`src/rtl/alu_seq.sv`:
```
// Sequential ALU: single-cycle ADD/SUB/logic ops, WIDTH-iteration shift-add MUL
// and restoring DIV, with a one-cycle DONE/FLAGS_EN strobe per operation.
module alu_seq #(
  parameter int WIDTH = 8
) (
  input  logic             CLK,
  input  logic             RESET,
  input  logic             START,
  input  logic [2:0]       OP,
  input  logic [WIDTH-1:0] A,
  input  logic [WIDTH-1:0] B,
  output logic [WIDTH-1:0] RESULT,
  output logic [WIDTH-1:0] REMAINDER,
  output logic [3:0]       FLAGS,
  output logic             FLAGS_EN,
  output logic             BUSY,
  output logic             DONE,
  output logic             DIV_ERR
);

  localparam int CW = $clog2(WIDTH + 1);
  localparam logic [2:0] OP_ADD = 3'd0;
  localparam logic [2:0] OP_SUB = 3'd1;
  localparam logic [2:0] OP_AND = 3'd2;
  localparam logic [2:0] OP_OR  = 3'd3;
  localparam logic [2:0] OP_XOR = 3'd4;
  localparam logic [2:0] OP_MUL = 3'd5;
  localparam logic [2:0] OP_DIV = 3'd6;

  typedef enum logic [1:0] {S_IDLE, S_ITER, S_FIN} state_t;

  state_t           r_state, w_state_nxt;
  logic [2:0]       r_op;
  logic [WIDTH-1:0] r_w, r_q, r_d;
  logic [CW-1:0]    r_cnt;

  logic [WIDTH:0]   w_sum, w_shl;
  logic [WIDTH-1:0] w_trial, w_w_nxt, w_q_nxt;
  logic             w_ge, w_iter_op, w_load;
  logic [WIDTH-1:0] w_res, w_rem;
  logic             w_c, w_v, w_err;

  // r_w is the product high half (MUL) or partial remainder (DIV); r_q holds
  // the multiplier / dividend bits shifting out and the result bits shifting in.
  always_comb begin
    w_sum   = {1'b0, r_w} + (r_q[0] ? {1'b0, r_d} : '0);
    w_shl   = {r_w, r_q[WIDTH-1]};
    w_ge    = (w_shl >= {1'b0, r_d});
    w_trial = w_shl[WIDTH-1:0] - r_d;
    if (r_op == OP_MUL) begin
      w_w_nxt = w_sum[WIDTH:1];
      w_q_nxt = {w_sum[0], r_q[WIDTH-1:1]};
    end else begin
      w_w_nxt = w_ge ? w_trial : w_shl[WIDTH-1:0];
      w_q_nxt = {r_q[WIDTH-2:0], w_ge};
    end
  end

  assign w_iter_op = (OP == OP_MUL) || (OP == OP_DIV);

  always_comb begin
    w_state_nxt = r_state;
    case (r_state)
      S_IDLE:  if (START) w_state_nxt = w_iter_op ? S_ITER : S_FIN;
      S_ITER:  if (r_cnt == CW'(1)) w_state_nxt = S_FIN;
      S_FIN:   w_state_nxt = S_IDLE;
      default: w_state_nxt = S_IDLE;
    endcase
  end

  assign w_load = (w_state_nxt == S_FIN) && (r_state != S_FIN);

  // Result for the edge entering FIN: either from the live operands (direct
  // ops) or from the final iteration of the working registers.
  always_comb begin
    w_res = '0;
    w_rem = '0;
    w_c   = 1'b0;
    w_v   = 1'b0;
    w_err = 1'b0;
    if (r_state == S_ITER) begin
      w_res = w_q_nxt;
      if (r_op == OP_MUL) begin
        w_c = |w_w_nxt;
        w_v = w_c;
      end else begin
        w_rem = w_w_nxt;
        if (r_d == '0) begin
          w_v   = 1'b1;
          w_err = 1'b1;
        end
      end
    end else begin
      case (OP)
        OP_ADD: begin
          {w_c, w_res} = {1'b0, A} + {1'b0, B};
          w_v = (A[WIDTH-1] == B[WIDTH-1]) && (w_res[WIDTH-1] != A[WIDTH-1]);
        end
        OP_SUB: begin
          w_res = A - B;
          w_c   = (A < B);
          w_v   = (A[WIDTH-1] != B[WIDTH-1]) && (w_res[WIDTH-1] != A[WIDTH-1]);
        end
        OP_AND:  w_res = A & B;
        OP_OR:   w_res = A | B;
        OP_XOR:  w_res = A ^ B;
        default: w_res = '0;
      endcase
    end
  end

  always_ff @(posedge CLK or negedge RESET) begin
    if (!RESET) begin
      r_state   <= S_IDLE;
      r_op      <= '0;
      r_w       <= '0;
      r_q       <= '0;
      r_d       <= '0;
      r_cnt     <= '0;
      RESULT    <= '0;
      REMAINDER <= '0;
      FLAGS     <= '0;
      DIV_ERR   <= 1'b0;
    end else begin
      r_state <= w_state_nxt;
      if (r_state == S_IDLE && START) begin
        r_op  <= OP;
        r_w   <= '0;
        r_q   <= (OP == OP_MUL) ? B : A;
        r_d   <= (OP == OP_MUL) ? A : B;
        r_cnt <= CW'(WIDTH);
      end else if (r_state == S_ITER) begin
        r_w   <= w_w_nxt;
        r_q   <= w_q_nxt;
        r_cnt <= r_cnt - CW'(1);
      end
      if (w_load) begin
        RESULT    <= w_res;
        REMAINDER <= w_rem;
        FLAGS     <= {(w_res == '0), w_res[WIDTH-1], w_c, w_v};
        DIV_ERR   <= w_err;
      end
    end
  end

  assign BUSY     = (r_state != S_IDLE);
  assign DONE     = (r_state == S_FIN);
  assign FLAGS_EN = (r_state == S_FIN);

endmodule

```
`config.mk`:
```
export PLATFORM = sky130hd
export DESIGN_NAME = alu_seq
export DESIGN_NICKNAME = d
export VERILOG_FILES = /design/src/rtl/alu_seq.sv
export SDC_FILE = /design/constraint.sdc
export NUM_CORES = 1
export LEC_CHECK = 0
export CORE_AREA = 2 2 91 127
export CTS_CLUSTER_DIAMETER = 60
export DETAILED_ROUTE_END_ITERATION = 7
export DIE_AREA = 0 0 93 129
export SKIP_CTS_REPAIR_TIMING = 1
export SYNTH_ARGS = -nofsm -noshare
export SYNTH_HDL_FRONTEND = slang
export SYNTH_SLANG_ARGS = --single-unit
```
`constraint.sdc`:
```
create_clock -name CLK -period 3 [get_ports CLK]
set_input_delay 0.3 -clock CLK [delete_from_list [all_inputs] [get_ports CLK]]
set_output_delay 0.3 -clock CLK [all_outputs]
set_load 0.1 [all_outputs]
```
### Word level (Yosys, flattened, before mapping)

Index checks and enable logic that the tools add are counted.

| operators by class | value |
|---|---|
| add/subtract/negate cells | 5 |
| multiply operators | 0 |
| divide/modulo/power cells | 0 |
| $lt $le $gt $ge | 2 |
| eq/ne operators | 16 |
| shifts and indexed selects | 0 |
| multiplexer cells | 29 |
| bitwise gates (word level) | 3 |
| reductions and logical operators | 12 |

Operators with widths:

| cell | number |
|---|---|
| 8-bit two-way mux | 13 |
| 8-bit one-hot mux with 5 select lines | 1 |
| 8-bit by 8-bit adder with 9-bit output | 2 |
| 8-bit zero test | 2 |
| 8-bit subtractor | 2 |
| 3-bit equality test (second input constant) | 4 |
| 9-bit by 8-bit >= comparator with 1-bit output | 1 |
| 8-bit bitwise AND | 1 |
| 8-bit < comparator | 1 |
| 4-bit two-way mux | 2 |
| 8-bit OR | 1 |
| 8-bit OR reduction | 1 |
| 8-bit XOR | 1 |
| 1-bit two-way mux | 7 |
| 3-bit by 2-bit equality test with 1-bit output (second input constant) | 2 |
| 2-bit two-way mux | 3 |
| 2-bit equality test (second input constant) | 2 |
| 4-bit by 1-bit equality test with 1-bit output (second input constant) | 1 |
| 1-bit logical AND | 4 |
| 1-bit one-hot mux with 2 select lines | 2 |
| 2-bit one-hot mux with 2 select lines | 1 |
| 2-bit nonzero test | 2 |
| 4-bit by 1-bit subtractor with 4-bit output (second input constant) | 1 |
| 3-bit by 1-bit equality test with 1-bit output (second input constant) | 1 |
| 7 further kinds | 9 |

| word-level totals | value |
|---|---|
| register bits after elaboration | 54 |
| bits in latches | 0 |
| bits in writable memories | 0 |
| ROM bits | 0 |
| input bits | 22 |
| logic and storage cells | 77 |
| memories kept | 0 |

### Logic depth before layout (Yosys ltp)

| logic depth | value |
|---|---|
| word-level depth | 7 |
| gate-level depth with buffers | 12 |

### Worst setup path after synthesis

No wires, ideal clock.

| timing path | value |
|---|---|
| kind | register to register |
| start | register r_q[0] |
| end | register FLAGS[0] |
| setup time | 134 ps |
| data arrival time | 2,491 ps |
| setup slack | 374 ps |
| stages on the path, launching flop included | 12 |
| path buffers | 0 |
| clock period less this slack | 2,626 ps |
| path through | dfrtp_1 > and2_1 > ha_1 > fa_1 > a211oi_1 > o21ai_0 > a31o_2 > a211o_1 > o31ai_1 > nand3_1 > nor3_2 > o31ai_1 |

| between the ends | value |
|---|---|
| word-level cells in the longest chain between the ends | 6 |

RTL lines:

| what | RTL line | RTL |
|---|---|---|
| from (decl) | 34 | `logic [WIDTH-1:0] r_w, r_q, r_d;` |
| from (signal assigned) | 129 | `r_q <= (OP == OP_MUL) ? B : A;` |
| from (signal assigned) | 134 | `r_q <= w_q_nxt;` |
| 8-bit two-way mux | 46 | `w_sum = {1'b0, r_w} + (r_q[0] ? {1'b0, r_d} : '0);` |
| 8-bit by 8-bit adder with 9-bit output | 46 |  |
| 8-bit two-way mux | 50 | `if (r_op == OP_MUL) begin` |
| 8-bit OR reduction | 84 | `w_c = \|w_w_nxt;` |
| 1-bit two-way mux | 83 | `if (r_op == OP_MUL) begin` |
| 1-bit two-way mux | 81 | `if (r_state == S_ITER) begin` |
| to (signal assigned) | 140 | `FLAGS <= {(w_res == '0), w_res[WIDTH-1], w_c, w_v};` |
| to (decl) | 14 | `output logic [3:0] FLAGS,` |

Every way passes these cells.
A chain may end at the register's enable or synchronous reset.

### Worst setup path after layout

| timing path | value |
|---|---|
| start | register r_w[5] |
| end | register FLAGS[0] |

| between the ends | value |
|---|---|
| word-level cells in the longest chain between the ends | 6 |

RTL lines:

| what | RTL line | RTL |
|---|---|---|
| from (decl) | 34 |  |
| from (signal assigned) | 133 | `r_w <= w_w_nxt;` |
| 8-bit subtractor or 9-bit by 8-bit >= comparator with 1-bit output (tied branches) | 49, 48 |  |
| 8-bit two-way mux | 54 | `w_w_nxt = w_ge ? w_trial : w_shl[WIDTH-1:0];` |
| 8-bit two-way mux (*) | 50 |  |
| 8-bit OR reduction (*) | 84 |  |
| 1-bit two-way mux (*) | 83 |  |
| 1-bit two-way mux (*) | 81 |  |

Mark *: on every way between the ends. The rest lies on a longest branch, timed or not.

==> results.md <==
- Max Cap Viol: 0
- Routed Antenna Nets: 0
- Post-DP HPWL: around 12 mm
- Endpoints failing hold: 0
- Worst-Skew Late Latency: a little under 0.3 ns
- FF-to-FF setup slack: 0.18 ns
- N_diodes: 0
- Crit-path max FO: 9
- Num rows: 45
- Lkg Pwr: roughly 2.7 nW
- Htree depth: 2
- Total global routing overflow: 0
- Final setup violation count: 0
- Clock buffer depth: 2
- Mean Syn Cell Area: 7.82 µm²
- Initial antenna violation count: 0
- Commonest cells after routing, fill and taps aside: nand2_1 (83), buf_4 (74), nor2_1 (56)
- Drt pass-1 iters: 4
- Max_slew headroom: 0.431
- Worst Clk Skew: 0.0113 ns
- Worst R2R Path Depth: 9
- Commonest non-fill, non-tap cell in the layout: nand2_1
- Gpl congestion: 0.985
- Sequential area share after synthesis: 0.278
- Most used DFF post-synth: dfrtp_1
- Share of cells above drive strength 1: 0.162
- Period minus WS final: approximately 2.8 ns
- PortBufs: 45
- Io pins: 46
- Post-synthesis cell type count: a little under 70
- Synth async-reset ratio: 1.00
- CTS tree: yes
- Wire per inst: roughly 18 µm
- Critical Path Source Type: flop
- Hold Path Class: in -> async
- Post-synth EDFFs: 0
- Hold slack: 0.107 ns
- Worst-path clk slew: about 0.07 ns
- DRT Wirelength: ~15 mm
- Max IR drop VDD: approximately 0.00053 V
- Vias/cell: between 5 and 6
- Worst EP arrival: roughly 3.0 ns
- Synth Cell Area: 4780 µm²
- Tcrit/Tclk final: 0.941
- RR Endpoint: FLAGS[0]
- Crit Path Category: reg -> reg
- FF+latch count, synth: between 50 and 60
- Met1 Routed Length: roughly 5.7 mm
- Wire length on met2: between 7 and 8 mm
- Required @ worst endpoint: approximately 3.2 ns
- Pins Over Slew Limit: 0
- Wire length on met3: 464 µm
- Via Count: ~4,700
- Initial Util: 0.442
- Clock sinks: 53
- Syn-to-layout area delta: 20.6%
- Die W: 93 µm
- All-Layer GR Usage: 0.249
- FMAX: 354 MHz
- First-pass GRT wire length: around 24 mm
- Largest net degree at the start of global routing: 38
- Highest Signal Layer: met4
- Nets: about 750
- Final core utilization: 0.533
- Vias in the first global route: 4,604
- Root Buffer: clkbuf_16
- Detailed-route DRC error count: 0
- Slew of the pin with the lowest slew margin: around 0.85 ns
- CP endpoint kind: flop
- Reg-to-reg startpoint: r_w[5]
- Die H: roughly 130 µm
- Cells after Synth: 611
- Area of the core: approximately 11,000 µm²
- Post-Syn Nets: about 680
- RSZ-0062 raised after global routing: false
- Layout filler cell count: 1,045
- Die area: roughly 12,000 µm²
- Power per cell area: around 960 nW/µm²
- CTS buffer count: 5
- Status: complete, no violations
- Iter 0 DRT Violations: 239
- YS warnings: 0
[metrics by stage]
stage / cell area, µm² / total power [mW] / cells / setup WS, ns / TNS (ns)
3_5_place_dp: 5590 / 4.84 / 814 / -0.0443 / -0.0619
6_report: 5760 / 5.51 / 822 / 0.178 / 0
2_1_floorplan: 4780 / 3.76 / 611 / 0.374 / 0
5_1_grt: 5760 / 5.89 / 822 / 0.0119 / 0
3_3_place_gp: 5590 / 4.80 / 814 / -0.00204 / -0.00204
4_1_cts: 5760 / 5.50 / 822 / 0.121 / 0
[area by class of cell]
type	count	area (µm²)	share of cell area
Clock inverter	2	38.8	0.00673
Inverter	40	150	0.0261
Clock buffer	6	129	0.0224
Tap cell	141	176	0.0306
Timing Repair Buffer	96	781	0.136
Multi-Input combinational cell	484	3160	0.548
Sequential cell	53	1330	0.230
[worst max-delay path, stage by stage, from the launching register on]
cell and delay [ns]:
dfrtp_1 0.44, ha_1 0.38, a21oi_2 0.24, nor2b_1 0.10, or3_1 0.48, or3_4 0.42
a31oi_4 0.19, o211ai_2 0.13, nor3_2 0.23, o31ai_1 0.09
[cell families after synthesis]
kind of cell    after synthesis  share of synthesized area
flops                        53                      0.278
fa+ha+maj                    46                      0.127
mux                          10                     0.0217
buf+inv                      74                     0.0631
simple gates                232                      0.229
xor+xnor                     12                     0.0220
compound gates              184                      0.260
[cell usage after synthesis, drive strengths merged, types with 5 or more instances]
library cell,instances,area [µm²]
a211oi,11,82.6
a21o,6,45.0
a21oi,49,249
a311o,6,60.1
a31oi,16,115
and2,9,56.3
buf,13,72.6
clkbuf,21,78.8
dfrtp,53,1330
ha,42,526
inv,40,150
mux2i,7,70.1
nand2,83,312
nand2b,6,37.5
nand3,20,100
nor2,56,210
nor2b,8,50.1
nor3,20,105
o21ai,47,235
or3,5,41.3
xnor2,10,87.6
[per-layer routing]
metal  track usage  vias up
met5             0        -
met4         0.109        0
met3        0.0158       30
met2         0.473      142
met1         0.284     2215
li1              -     2316
[power breakdown]
group          switching (mW)  internal [mW]  total [mW]
clock                   0.252          0.396       0.648
sequential              0.265          0.978        1.24
combinational            2.35           1.27        3.62
total                    2.87           2.64        5.51
[flip-flops by register name, summed over array words and instances, names as in the netlist]
name and cells:
r_op 3, FLAGS 4, r_state 2, REMAINDER 8, r_d 8, r_w 8, DIV_ERR 1, r_cnt 4
r_q 8, RESULT 7
[worst max-delay path by stage]
stage | start | to | slack [ns] | cells past startpoint
CTS | r_q[0] | FLAGS[0] | 0.12 | 11
detailed placement | A[0] | FLAGS[3] | -0.04 | 11
global route | A[0] | FLAGS[3] | 0.01 | 12
floorplan | r_q[0] | FLAGS[0] | 0.37 | 11
finish | r_w[5] | FLAGS[0] | 0.18 | 9
global placement | A[0] | FLAGS[3] | -0.002 | 11
Note: power is estimated with default switching activity, not from simulation.
